===== config.mk =====
export PLATFORM = sky130hd
export DESIGN_NAME = issue_sched
export DESIGN_NICKNAME = d
export VERILOG_FILES = /design/src/rtl/issue_sched.sv
export SDC_FILE = /design/constraint.sdc
export NUM_CORES = 1
export LEC_CHECK = 0
export BUFFER_PORTS_ARGS = -buffer_cell sky130_fd_sc_hd__buf_2
export CAP_MARGIN = 10
export CORE_AREA = 10 10 47 49
export CTS_BUF_LIST = sky130_fd_sc_hd__clkbuf_4 sky130_fd_sc_hd__clkbuf_8
export DETAILED_ROUTE_END_ITERATION = 7
export DIE_AREA = 0 0 57 59
export GPL_TIMING_DRIVEN = 0
export HOLD_SLACK_MARGIN = 0.15
export SETUP_SLACK_MARGIN = 0.3
export SLEW_MARGIN = 20
export SYNTH_ARGS = -nofsm -noshare
export SYNTH_HDL_FRONTEND = slang
export SYNTH_SLANG_ARGS = --single-unit

===== constraint.sdc =====
create_clock -name clk -period 1.11 [get_ports clk]
set_input_delay 0.222 -clock clk [delete_from_list [all_inputs] [get_ports clk]]
set_output_delay 0.222 -clock clk [all_outputs]
set_load 0.05 [all_outputs]

===== src/rtl/issue_sched.sv =====
// Issue scheduler: decides how many head entries of the instruction queue
// issue each cycle (none, one, or two), keeps a branch together with its
// delay slot, and lets serializing instructions issue alone and drain.
// Build option: define ISSUE_SCHED_DUAL_EN to allow dual issue; when it is
// undefined every grant is a single issue and every branch in RUN waits
// for its delay slot in WAIT_DS.
module issue_sched #(
  parameter int unsigned REG_W = 5
) (
  input  logic                 clk,
  input  logic                 rst,
  input  logic                 flush_i,
  input  logic [1:0]           iq_valid_i,
  input  logic [1:0]           is_branch_i,
  input  logic [1:0]           is_serial_i,
  input  logic [1:0][REG_W-1:0] src0_i,
  input  logic [1:0][REG_W-1:0] src1_i,
  input  logic [1:0][REG_W-1:0] dst_i,
  input  logic                 ds_ready_i,
  input  logic                 serial_done_i,
  output logic [1:0]           upd_mode_o,
  output logic [1:0]           issue_valid_o,
  output logic [1:0]           state_o
);

`ifdef ISSUE_SCHED_DUAL_EN
  localparam bit DUAL_EN = 1'b1;
`else
  localparam bit DUAL_EN = 1'b0;
`endif

  localparam logic [1:0] UPD_NONE = 2'b00;
  localparam logic [1:0] UPD_ONE  = 2'b01;
  localparam logic [1:0] UPD_TWO  = 2'b11;

  typedef enum logic [1:0] {
    RUN     = 2'd0,
    WAIT_DS = 2'd1,
    SERIAL  = 2'd2
  } state_t;

  state_t     state;
  state_t     state_nxt;
  logic       slot0_valid;
  logic       pair_valid;
  logic       raw;
  logic       dual;
  logic       grant;
  logic [1:0] upd;

  // Queue occupancy, slot0->slot1 RAW check, dual candidacy and grant
  // (10 on iq_valid is treated as an empty queue).
  always_comb begin
    slot0_valid = iq_valid_i[0];
    pair_valid  = iq_valid_i[0] & iq_valid_i[1];
    raw         = (dst_i[0] != '0) &&
                  ((dst_i[0] == src0_i[1]) || (dst_i[0] == src1_i[1]));
    dual        = DUAL_EN && pair_valid && (is_serial_i == 2'b00) &&
                  !is_branch_i[1] && !raw;
    grant       = rst && !flush_i && ds_ready_i && slot0_valid &&
                  (state != SERIAL);
  end

  // Next state and dequeue count; nothing moves without a grant, flush wins.
  always_comb begin
    state_nxt = state;
    upd       = UPD_NONE;
    case (state)
      RUN: begin
        if (is_serial_i[0]) begin
          upd = UPD_ONE;
          if (grant) state_nxt = SERIAL;
        end else if (is_branch_i[0]) begin
          if (!pair_valid) begin
            upd = UPD_NONE;
          end else if (dual) begin
            upd = UPD_TWO;
          end else begin
            upd = UPD_ONE;
            if (grant) state_nxt = WAIT_DS;
          end
        end else begin
          upd = dual ? UPD_TWO : UPD_ONE;
        end
      end
      WAIT_DS: begin
        upd = UPD_ONE;
        if (grant) state_nxt = is_serial_i[0] ? SERIAL : RUN;
      end
      SERIAL: begin
        upd = UPD_NONE;
        if (serial_done_i) state_nxt = RUN;
      end
      default: begin
        state_nxt = RUN;
      end
    endcase
    if (!grant) upd = UPD_NONE;
    if (flush_i) state_nxt = RUN;
  end

  // State register with synchronous active-low reset.
  always_ff @(posedge clk) begin
    if (!rst) state <= RUN;
    else      state <= state_nxt;
  end

  assign upd_mode_o    = upd;
  assign issue_valid_o = upd;
  assign state_o       = rst ? 2'(state) : 2'(RUN);

endmodule


**Word level (Yosys, flattened, before mapping)**

Index checks and enable logic that the tools add are counted.

- Register bits after elaboration: 2
- Input bits: 41
- Output and inout bits: 6
- Word-level logic and storage cells: 34

- Eq/ne operators: 8
- Multiplexer cells: 15
- Bitwise logic cells: 2
- Reduce and logical (&&, ||, !) cells: 8

Operator list:

| cell | count |
|---|---|
| $mux 2 | 12 |
| $ne 2x2->1 const B | 4 |
| $ne 3x3->1 const B | 2 |
| $pmux 2 s3 | 1 |
| $reduce_and 5->1 | 1 |
| $logic_and 1x1->1 | 4 |
| $pmux 2 s2 | 1 |
| $eq 2x1->1 const B | 1 |
| $eq 2x2->1 const B | 1 |
| $logic_not 2->1 | 1 |
| $reduce_or 2->1 | 1 |
| $and 1x1->1 | 1 |
| $logic_not 1->1 | 1 |
| $mux 1 | 1 |
| $not 1->1 | 1 |

**Depth between registers and ports, before layout**

- Depth after elaboration: 10
- Mapped depth: 4
- Depth with buffers taken out: 3

**Least setup slack after synthesis**

No wires, ideal clock.

- Kind: input to output
- Start point: in flush_i
- End point: out upd_mode_o[0]
- Data arrival time: 2.103 ns
- Required time: 0.888 ns
- Slack: -1.215 ns
- Cell stages on the path: 4
- Path buffers: 1
- Cell sequence: nand2b_1 > or2_0 > nor3_1 > buf_4

- Word-level cells in the longest chain between the ends: 6

RTL lines:

| element | RTL line | source |
|---|---|---|
| start: declaration | 12 | `input logic flush_i,` |
| $logic_not 1->1 | 60 | `grant = rst && !flush_i && ds_ready_i && slot0_valid &&` |
| $logic_and 1x1->1 (4 in series) | 60 |  |
| $mux 2 | 98 | `if (!grant) upd = UPD_NONE;` |
| end: declaration | 21 | `output logic [1:0] upd_mode_o,` |

No other way between the ends.

**Worst setup path after layout**

- Start point: reg state[1]
- End point: out upd_mode_o[0]

- Word-level cells in the longest chain between the ends: 3
- Elaborated cells between the ends (all ways): 6
- Those cells by class: eq/ne (2); mux (2); reduce/logical (2)

RTL lines:

| element | RTL line | source |
|---|---|---|
| start: declaration | 42 | `state_t state;` |
| start signal: assignment | 105 | `else state <= state_nxt;` |
| $eq 2x1->1, or another cell as far along | 68 | `case (state)` |
| $pmux 2 s2 or $logic_and 1x1->1 (tied branches) | 68, 60 |  |
| $mux 2 * | 98 |  |

Mark *: on every way between the ends. The rest lies on a longest branch, timed or not.

==> impl_metrics.env <==
export IMPL_outcome="complete, but fails checks"
export IMPL_violations="setup timing"
export IMPL_overflow=0
export IMPL_antenna_left=0
export IMPL_start_util_pct=11.2
export IMPL_critical_path_buf_inv_count=2
export IMPL_sw_frac_of_total_pct=28.0
export IMPL_combPwrFrac_pct=26.9
export IMPL_drt_wl_total_um=593
export IMPL_ys_types=15
export IMPL_regMostFlops="state"
export IMPL_final_nets=82
export IMPL_seqPwrFrac_pct=22.7
export IMPL_netlist_instances=21
export IMPL_required_ns=0.89
export IMPL_fin_total_pwr_mw=0.318
export IMPL_drc=0
export IMPL_area_delta_synth_final_pct=135
export IMPL_syn_area_um2=156
export IMPL_setup_tns_ns=-0.672
export IMPL_drt_iter0_drc=1
export IMPL_die_h_um=59
export IMPL_top_regs="state (2)"
export IMPL_die_area_um2=3360
export IMPL_use_met3_pct=2.79
export IMPL_timing_final_crit_share_pct=125
export IMPL_grt_pass1_wl_um=1040
export IMPL_cts_htree_levels=1
export IMPL_numPortBuffers=12
export IMPL_placed_cell_area_um2=272
export IMPL_grt_max_degree=6
export IMPL_drt_first_pass_iters=3
export IMPL_min_from="flush_i"
export IMPL_place_inst=50
export IMPL_clock_skew_ns=0.0000176
export IMPL_finalHoldWorstSlack_ns=0.256
export IMPL_final_common_cell="buf_2"
export IMPL_layout_cells_non_filler=55
export IMPL_p_clk_share_pct=50.3
export IMPL_cts_tree="built"
export IMPL_internal_power_mw=0.229
export IMPL_met1_usage_pct=3.82
export IMPL_cpPeakStageDelay_ns=0.30
export IMPL_leakagePower_nw=0.165
export IMPL_post_route_util_pct=26.3
export IMPL_largest_reg_flops=2
export IMPL_finalInstanceArea_um2=368
export IMPL_antennaDiodeCount=0
export IMPL_crit_chain="or2_4 -> nor3_4 -> buf_6 -> buf_8"
export IMPL_dp_worst_setup_slack_ns=-0.369
export IMPL_viasPerCell=3.67
export IMPL_drv_slew=0
export IMPL_vias=202
export IMPL_fmax_mhz=718
export IMPL_grt_use_total_pct=4.24
export IMPL_critPathLaunch="state[1]"
export IMPL_ys_seq_area_share_pct=25.6
export IMPL_grt_pass1_vias=241
export IMPL_clkLatencyLatePin_ns=0.22
export IMPL_clk_path_buf_depth=2
export IMPL_synth_area_per_cell_um2=7.45
export IMPL_antenna_found_initial=0
export IMPL_final_cell_mix="8 x buf_2, 4 x buf_4, 3 x nand2_1, 3 x clkbuf_4, 3 x buf_8"
export IMPL_io_pins=47
export IMPL_crit_fanout=2
export IMPL_synth_seq_cells=2
export IMPL_netSwitchingPower_mw=0.0889
export IMPL_grt_met2_usage_pct=6.36
export IMPL_crit_family="simple AND/OR/NAND/NOR gates"
export IMPL_num_rows=14
export IMPL_root_buffer="clkbuf_4"
export IMPL_core_area_um2=1400
export IMPL_final_min_clock_period_ns=1.39
export IMPL_drive_gt1_share_pct=76.9
export IMPL_dieWidth_um=57
export IMPL_setup_viol=3
export IMPL_grt_busiest_layer="met2"
export IMPL_crit_type="register to output pin"
export IMPL_hold_class="input pin to register"
export IMPL_crit_arrival_ns=1.17
export IMPL_ys_warn_count=0
export IMPL_cp_slowest_cell="dfxtp_2"
export IMPL_hold_viol=0
export IMPL_place_congestion=0.735
export IMPL_rr_startpoint="state[1]"
export IMPL_ctsHoldBuffers=0
export IMPL_setup_ws_ns=-0.283
export IMPL_end_kind="output pin"
export IMPL_clock_sinks=2
export IMPL_clk_pin_slew_worst_paths_ns=0.03
export IMPL_reg2reg_slack_ns=0.21
export IMPL_p_per_area_nw_per_um2=863
export IMPL_wire_per_inst_um=10.8
export IMPL_rsz0062_at_grt="yes"
export IMPL_startpoint_type="register"
export IMPL_maxCapViolCount=0
export IMPL_irDropWorstVdd_mv=0.290
export IMPL_cts_buffers=3
-- synth_stat cells, drive strengths merged --
master	instances	area, um2
nand2	3	11.3
nor2	1	3.75
and2	2	12.5
nor4b	1	8.76
conb	1	3.75
nand2b	1	6.26
nor3	1	5.00
nand3b	1	7.51
dfxtp	2	40.0
buf	3	22.5
or2	1	6.26
nand4b	1	8.76
a21oi	2	13.8
or3	1	6.26
-- timing repair --
item,4_1_cts,5_1_grt
pin swaps,5,2
setup endpoints to repair,5,6
gates resized for setup,13,3
buffers inserted,1,1
-- worst register-to-register path: stages (launching register included) --
cell      delay, ns
dfxtp_2        0.30
buf_4          0.12
buf_6          0.10
nand4b_1       0.17
a21oi_2        0.13
-- kinds of logic after synthesis --
group	Yosys count	synth area share [%]
compound gates	2	8.80
other cells	1	2.40
flops	2	25.6
simple gates	13	48.8
buf+inv	3	14.4
-- worst paths after layout --
kind,endpoint,cells after the start
setup / recovery,upd_mode_o[0],4
hold / removal,state[1],3
setup reg to reg,state[1],4
hold reg to reg,state[0],2
-- routing by layer --
layer  share of wire, %  wire length (um)  up-vias
li1                   -                 -      104
met1                 37               222       88
met2                 51               301       10
met3                 12                69        0
met4                  0                 0        0
met5                  0                 0        -
-- power by group through the flow --
stage / registers, mW / clock network [mW] / logic, mW
floorplan: 0.0751 / 0 / 0.0507
global placement: 0.0753 / 0 / 0.0715
detailed placement: 0.0754 / 0 / 0.0718
CTS: 0.0721 / 0.175 / 0.0820
global route: 0.0722 / 0.177 / 0.0922
finish: 0.0721 / 0.160 / 0.0856
-- final cells by class --
type	count	area (um2)
fill	157	1030
multi-input combinational	17	143
timing repair buffer	14	111
sequential	2	45.0
buffer	3	26.3
clock buffer	3	22.5
tap	16	20.0
(Power assumes the default switching activity.)
